--- config.mk ---
export PLATFORM = sky130hd
export DESIGN_NAME = dram_32x1d_arbiter
export DESIGN_NICKNAME = d
export VERILOG_FILES = /design/src/rtl/dram_ctrl_pkg.sv /design/src/rtl/RAM32X1D.sv /design/src/rtl/rr_arb2.sv /design/src/rtl/dram_32x1d_arbiter.sv
export SDC_FILE = /design/constraint.sdc
export NUM_CORES = 1
export LEC_CHECK = 0
export BUFFER_PORTS_ARGS = -buffer_cell sky130_fd_sc_hd__buf_4
export CAP_MARGIN = 15
export CELL_PAD_IN_SITES_DETAIL_PLACEMENT = 0
export CELL_PAD_IN_SITES_GLOBAL_PLACEMENT = 2
export CORE_MARGIN = 3
export CORE_UTILIZATION = 34
export CTS_CLUSTER_SIZE = 28
export DETAILED_ROUTE_END_ITERATION = 12
export PLACE_DENSITY = 0.8
export SLEW_MARGIN = 10
export SYNTH_ARGS = -nofsm -noshare
export SYNTH_HDL_FRONTEND = slang
export SYNTH_SLANG_ARGS = --single-unit
--- constraint.sdc ---
create_clock -name clk -period 2.45 [get_ports clk]
set_input_delay 0.3675 -clock clk [delete_from_list [all_inputs] [get_ports clk]]
set_output_delay 0.3675 -clock clk [all_outputs]
set_load 0.005 [all_outputs]
--- src/rtl/dram_ctrl_pkg.sv ---
// Shared widths and controller state for the 32x1 LUT-RAM arbiter.
package dram_ctrl_pkg;

  localparam int ADDR_W = 5;
  localparam int DEPTH  = 32;

  typedef enum logic {
    CLEAR = 1'b0,
    SERVE = 1'b1
  } state_t;

endpackage

--- src/rtl/RAM32X1D.sv ---
// Behavioural model of the Xilinx RAM32X1D primitive: synchronous write port
// with async read (SPO) and an independent async read port (DPO).
module RAM32X1D #(
  parameter logic [31:0] INIT = 32'h0000_0000
) (
  output logic SPO,
  output logic DPO,
  input  logic A0,
  input  logic A1,
  input  logic A2,
  input  logic A3,
  input  logic A4,
  input  logic D,
  input  logic DPRA0,
  input  logic DPRA1,
  input  logic DPRA2,
  input  logic DPRA3,
  input  logic DPRA4,
  input  logic WCLK,
  input  logic WE
);

  // Configuration-time contents; the LUT cells power up holding INIT.
  logic [31:0] mem = INIT;
  logic [4:0]  wa;
  logic [4:0]  ra;

  assign wa  = {A4, A3, A2, A1, A0};
  assign ra  = {DPRA4, DPRA3, DPRA2, DPRA1, DPRA0};
  assign SPO = mem[wa];
  assign DPO = mem[ra];

  always_ff @(posedge WCLK) begin
    if (WE) mem[wa] <= D;
  end

endmodule

--- src/rtl/rr_arb2.sv ---
// Two-input round-robin arbiter: combinational grants, registered last-winner.
module rr_arb2 (
  input  logic clk,
  input  logic rst_n,
  input  logic en,
  input  logic req0,
  input  logic req1,
  output logic gnt0,
  output logic gnt1
);

  logic last;

  // On a tie the requester that did not win last time goes first.
  assign gnt0 = en & req0 & (~req1 | last);
  assign gnt1 = en & req1 & (~req0 | ~last);

  always_ff @(posedge clk or negedge rst_n) begin
    if (!rst_n)    last <= 1'b1;
    else if (gnt0) last <= 1'b0;
    else if (gnt1) last <= 1'b1;
  end

endmodule

--- src/rtl/dram_32x1d_arbiter.sv ---
// Clears a RAM32X1D after reset or on request, then serves single-bit
// accesses from two round-robin requesters on its read/write port.
module dram_32x1d_arbiter
  import dram_ctrl_pkg::*;
#(
  parameter logic [31:0] INIT      = 32'h0000_0000,
  parameter logic        CLEAR_VAL = 1'b0
) (
  input  logic              clk,
  input  logic              rst_n,
  input  logic              clr,
  output logic              busy,
  input  logic              req0,
  input  logic              req1,
  input  logic              we0,
  input  logic              we1,
  input  logic [ADDR_W-1:0] addr0,
  input  logic [ADDR_W-1:0] addr1,
  input  logic              wdata0,
  input  logic              wdata1,
  output logic              gnt0,
  output logic              gnt1,
  output logic              rvalid0,
  output logic              rvalid1,
  output logic              rdata,
  input  logic [ADDR_W-1:0] mon_addr,
  output logic              mon_data
);

  state_t            state;
  logic [ADDR_W-1:0] clr_addr;
  logic              clearing;
  logic [ADDR_W-1:0] ram_addr;
  logic              ram_d;
  logic              ram_we;
  logic              spo;

  assign clearing = (state == CLEAR);

  rr_arb2 u_arb (
    .clk  (clk),
    .rst_n(rst_n),
    .en   (~clearing),
    .req0 (req0),
    .req1 (req1),
    .gnt0 (gnt0),
    .gnt1 (gnt1)
  );

  // The sweep owns the port while clearing; reset holds WE off so the
  // RAM is only rewritten by an actual sweep.
  always_comb begin
    ram_addr = addr0;
    ram_d    = wdata0;
    ram_we   = 1'b0;
    if (clearing) begin
      ram_addr = clr_addr;
      ram_d    = CLEAR_VAL;
      ram_we   = rst_n;
    end else if (gnt1) begin
      ram_addr = addr1;
      ram_d    = wdata1;
      ram_we   = we1;
    end else begin
      ram_we   = gnt0 & we0;
    end
  end

  RAM32X1D #(
    .INIT(INIT)
  ) u_ram (
    .SPO  (spo),
    .DPO  (mon_data),
    .A0   (ram_addr[0]),
    .A1   (ram_addr[1]),
    .A2   (ram_addr[2]),
    .A3   (ram_addr[3]),
    .A4   (ram_addr[4]),
    .D    (ram_d),
    .DPRA0(mon_addr[0]),
    .DPRA1(mon_addr[1]),
    .DPRA2(mon_addr[2]),
    .DPRA3(mon_addr[3]),
    .DPRA4(mon_addr[4]),
    .WCLK (clk),
    .WE   (ram_we)
  );

  always_ff @(posedge clk or negedge rst_n) begin
    if (!rst_n) begin
      state    <= CLEAR;
      clr_addr <= '0;
      busy     <= 1'b1;
    end else begin
      case (state)
        CLEAR: begin
          clr_addr <= clr_addr + 5'd1;
          if (clr_addr == ADDR_W'(DEPTH - 1)) begin
            state <= SERVE;
            busy  <= 1'b0;
          end
        end
        SERVE: begin
          if (clr) begin
            state    <= CLEAR;
            clr_addr <= '0;
            busy     <= 1'b1;
          end
        end
        default: begin
          state    <= CLEAR;
          clr_addr <= '0;
          busy     <= 1'b1;
        end
      endcase
    end
  end

  // A read granted in the last SERVE cycle still gets its strobe.
  always_ff @(posedge clk or negedge rst_n) begin
    if (!rst_n) begin
      rvalid0 <= 1'b0;
      rvalid1 <= 1'b0;
      rdata   <= 1'b0;
    end else begin
      rvalid0 <= gnt0 & ~we0;
      rvalid1 <= gnt1 & ~we1;
      if ((gnt0 & ~we0) | (gnt1 & ~we1)) rdata <= spo;
    end
  end

endmodule
---- Word-level counts from Yosys, hierarchy flattened ----
Cells that the tools add are included.
storage, ports and cells
  register bits ........................... 43
  input bits .............................. 24
  output and inout port bits .............. 7
  word-level logic and storage cells ...... 57
operators by class
  add/sub/neg operators ................... 1
  order comparisons ....................... 3
  eq/ne operators ......................... 3
  mux-type cells .......................... 23
  bitwise logic cells ..................... 16
  reductions and logical operators ........ 3
operator list
  cell                                                                                 count
  32-bit bitwise mux                                                                   1
  5-bit two-way mux                                                                    3
  1-bit two-way mux                                                                    13
  5-bit by 6-bit less-than comparator with 1-bit output, second input constant         2
  1-bit binary-select mux with 5-bit select                                            2
  5-bit case mux with 2 select lines                                                   1
  1-bit AND                                                                            7
  1-bit NOT                                                                            6
  5-bit by 1-bit adder with 5-bit output, second input constant                        1
  1-bit demux with 5-bit select                                                        1
  5-bit == test, second input constant                                                 1
  5-bit by 1-bit greater-or-equal comparator with 1-bit output, second input constant  1
  1-bit case mux with 2 select lines                                                   2
  1-bit bitwise OR                                                                     3
  2-bit by 1-bit != test with 1-bit output, second input constant                      1
  2-bit != test, second input constant                                                 1
  2-bit AND reduction                                                                  1
  2-bit nonzero test                                                                   1
  1-bit logical AND                                                                    1

---- Longest topological paths before layout ----
  word-level depth ........................ 10
  gate-level depth with buffers ........... 10
  mapped depth without buffers ............ 7

---- Hierarchy ----
A second synthesis with hierarchy kept.
second synthesis, totals
  cell total of the unflattened synthesis .. 208
  area total of the unflattened synthesis .. 2389.8 um^2
modules (own cells, without submodules)
  module              times used  cells each  area an instance (um^2)  sequential area each (um^2)
  RAM32X1D            1           142         1751.7                   960.9
  dram_32x1d_arbiter  1           58          575.6                    251.5
  rr_arb2             1           8           62.6                     26.3

---- Worst setup path before layout ----
Ideal clock, no wire load.
  kind .................................... input -> output
  start ................................... in mon_addr[1]
  end ..................................... out mon_data
  arrival time ............................ 2.066 ns
  data required time ...................... 2.082 ns
  setup slack ............................. 0.017 ns
  stages on the path ...................... 4
  buffers on the path ..................... 1
  path through ............................ clkbuf_1 -> mux4_2 -> mux4_2 -> mux2_2
on the way
  longest elaborated chain between the ends .. 2
ends and longest elaborated chain
  item                                       RTL line                  RTL
  start: declaration                         dram_32x1d_arbiter.sv:26  input logic [ADDR_W-1:0] mon_addr,
  1-bit binary-select mux with 5-bit select  RAM32X1D.sv:31            assign DPO = mem[ra];
  1-bit two-way mux (implied by the code)    RAM32X1D.sv:31
  end: declaration                           dram_32x1d_arbiter.sv:27  output logic mon_data
No other way between the ends. The select of a mux whose other input is x is not followed.

---- Worst setup path in the final report ----
  start ................................... reg u_ram.mem[14]
  end ..................................... out mon_data
on the way
  longest elaborated chain between the ends .. 2
ends and longest elaborated chain
  item                                       RTL line        RTL
  start: declaration                         RAM32X1D.sv:24  logic [31:0] mem = INIT;
  start signal: indexed assignment           RAM32X1D.sv:34  if (WE) mem[wa] <= D;
  1-bit binary-select mux with 5-bit select  RAM32X1D.sv:31
  1-bit two-way mux (implied by the code)    RAM32X1D.sv:31
No other way between the ends. The select of a mux whose other input is x is not followed.

==> impl_metrics.json <==
{
  "overflow": 0,
  "crit_fanout": 2,
  "ir_drop_v": 0.0003905,
  "instances_no_fill": 364,
  "cts_num_sinks": 43,
  "power_density_mw_per_mm2": 946.9,
  "synthXorXnorAreaFrac_pct": 0.7179,
  "yosys.area.top_type": "edfxtp_1",
  "die_h_microns": 90.71,
  "synth_cell_types": 46,
  "num_vias": 1907,
  "ys_top_cells_by_area": "edfxtp_1, dfrtp_1, mux4_2",
  "port-buffer-count": 30,
  "dp_cells": 350,
  "ys_seq_elements": 43,
  "synth_top_family_by_area": "simple AND/OR/NAND/NOR gates",
  "synthSimpleGateAreaFrac_pct": 17.44,
  "clkTransAtPathRegs_ns": 0.08,
  "ctsHtreeMaxLevel": 2,
  "arrival_ns": 2.07,
  "synth_nets": 250,
  "fin_crit_ns": 2.440,
  "initial_core_util_pct": 35.52,
  "wirelength_mm": 6.212,
  "cp_num_cells": 4,
  "fin_util_pct": 42.75,
  "diodes": 0,
  "drv_slew": 0,
  "cts_buffers": 5,
  "clock-root-buffer": "clkbuf_8",
  "synthMuxAreaShare_pct": 11.74,
  "clock_path_buffers": 2,
  "die_width_microns": 90.71,
  "cp-end-kind": "output pin",
  "synth_area_per_cell_sq_um": 10.89,
  "hold_violations": 0,
  "seq_area_frac_synth_pct": 50.77,
  "path_buf_inv": 1,
  "finClkSkew_ns": 0.008036,
  "worstSetupPathType": "reg -> out",
  "netlist_area_sq_mm": 0.002440,
  "ys.warnings.count": 0,
  "cap_violations": 0,
  "outcome": "completed",
  "antenna_left": 0,
  "remaining_drc_errors": 0,
  "critPathLaunchType": "register",
  "first_pass_iters": 4,
  "place_hpwl_mm": 4.621,
  "crit_chain": "mux4_2, mux4_2, mux2_4, buf_6",
  "drt_iter0_drc": 108,
  "rsz0062_at_grt": "true",
  "cpPeakStageDelay_ns": 0.49,
  "post-route-period-util_pct": 99.59,
  "die_area_sq_mm": 0.008228,
  "hp-class": "in -> reg",
  "synth_compound_area_share_pct": 14.82,
  "grt_usage_pct": 15.28,
  "wl_per_cell_microns": 17.07,
  "synthArstFlopShare_pct": 25.58,
  "relSlewSlack_pct": 67.69,
  "place.gp.congestion": 0.8212,
  "reg2reg_to": "rdata$_DFFE_PN0P_",
  "slowest_stage": "mux4_2",
  "startpoint": "u_ram.mem[14]$_DFFE_PP_",
  "crit_top_cell": "mux4_2",
  "grt_antenna_before_repair": 0,
  "yosys_most_used_dff": "edfxtp_1",
  "core_area_sq_mm": 0.006869,
  "endpoint": "mon_data",
  "final_cell_mix": "buf_4, nor2_1, edfxtp_1",
  "nets": 293,
  "worst_slack_ns": 0.01002,
  "mostFrequentLayoutCell": "buf_4",
  "vias_per_cell": 5.239,
  "dpl_worst_slack_ns": 0.06772,
  "grt_pass1_wl_mm": 9.832,
  "synth_top_area_share_pct": 39.38,
  "synth_edf_count": 32,
  "cts_tree": "yes",
  "holdWs_ns": 0.2402,
  "fmax_ghz": 0.4098,
  "power_leakage_nw": 1.092,
  "ios": 31,
  "reg2reg_setup_slack_ns": 0.17,
  "setup_violations": 0,
  "rr_worst_depth": 8,
  "areaGrowthSynthToFinish_pct": 20.36,
  "insertion_delay_ns": 0.29,
  "crit_required_ns": 2.08,
  "rr_startpoint": "u_arb.last$_DFFE_PN1P_",
  "placementRows": 30,
  "tightest_slew_ns": 0.4846,
  "netlist_instances": 224,
  "drive_above_1_share_pct": 27.99,
  "grt_start_max_net_pins": 33,
  "crit_family": "multiplexers",
  "power_mw": 2.781,
  "post_synth_fa_ha_maj_area_fraction_pct": 1.026,
  "first_global_vias": 1891
}
-- logic make-up after synthesis --
group | Yosys count
adders and majority gates | 2
muxes | 16
AOI/OAI and AO/OA | 47
and+or+nand+nor | 98
DFF | 43
buffers and inverters | 16
xor gates and xnor gates | 2
-- per-layer routing --
metal	vias to the layer above	track usage (%)	part of all wire [%]
li1	918	-	-
met1	935	19.59	44
met2	46	25.94	50
met3	8	3.000	4.4
met4	0	4.719	1.3
met5	-	0	0
-- power by group --
part           leakage (nW)  switching, mW  internal, mW
combinational         0.622          0.810         0.527
sequential            0.430          0.100         0.918
clock                0.0403          0.231         0.195
-- final cells by class --
type	count	area [sq um]
Clock buffer	6	72.57
Clock inverter	2	7.507
Fill cell	671	3933
Inverter	5	18.77
Multi-Input combinational cell	165	1120
Sequential cell	43	1239
Tap cell	96	120.1
Timing Repair Buffer	47	359.1
-- metrics by stage --
step	setup TNS (ns)	cell area, sq um
6_report	0	2937
5_1_grt	-0.02564	2937
4_1_cts	0	2899
3_5_place_dp	0	2801
3_3_place_gp	0	2801
2_1_floorplan	0	2440
-- state kept, by name (all words and copies together), names as in the netlist --
signal,cells
rvalid0,1
u_ram.mem,32
busy,1
state,1
rvalid1,1
rdata,1
u_arb.last,1
clr_addr,5
-- timing repair --
action                                  4_1_cts  5_1_grt
hold endpoints to repair                      9        0
buffers inserted                              0        5
gates resized for setup                       2        0
endpoints found under the setup margin        1        1
hold buffers                                  1        0
-- synthesized netlist by cell type (2+ instances only) --
| master | number |
|---|---|
| a211oi_1 | 7 |
| a21oi_1 | 16 |
| a221o_1 | 2 |
| a22oi_1 | 2 |
| and2_1 | 2 |
| and3_1 | 2 |
| buf_1 | 2 |
| buf_2 | 2 |
| buf_4 | 2 |
| buf_6 | 2 |
| clkbuf_1 | 3 |
| dfrtp_1 | 9 |
| dfstp_2 | 2 |
| edfxtp_1 | 32 |
| ha_1 | 2 |
| inv_1 | 4 |
| mux2i_1 | 5 |
| mux4_2 | 10 |
| nand2_1 | 30 |
| nand3_1 | 12 |
| nand3b_1 | 2 |
| nor2_1 | 42 |
| o21ai_0 | 2 |
| o221a_2 | 3 |
| o221ai_1 | 3 |
| o22ai_1 | 2 |
| o2bb2ai_1 | 2 |
| xnor2_1 | 2 |
-- worst min path at each step --
| stage | depth (start not counted) | from | slack, ns | end |
|---|---|---|---|---|
| detailed placement | 1 | rst_n | 0.23 | clr_addr[4]$_DFFE_PN0P_ |
| CTS | 2 | we0 | 0.24 | rvalid0$_DFF_PN0_ |
| finish | 2 | we0 | 0.24 | rvalid0$_DFF_PN0_ |
| floorplan | 0 | rst_n | 0.07 | clr_addr[0]$_DFFE_PN0P_ |
| global route | 2 | we0 | 0.25 | rvalid0$_DFF_PN0_ |
| global placement | 1 | rst_n | 0.23 | clr_addr[4]$_DFFE_PN0P_ |
Note: power is estimated with default switching activity, not from simulation.
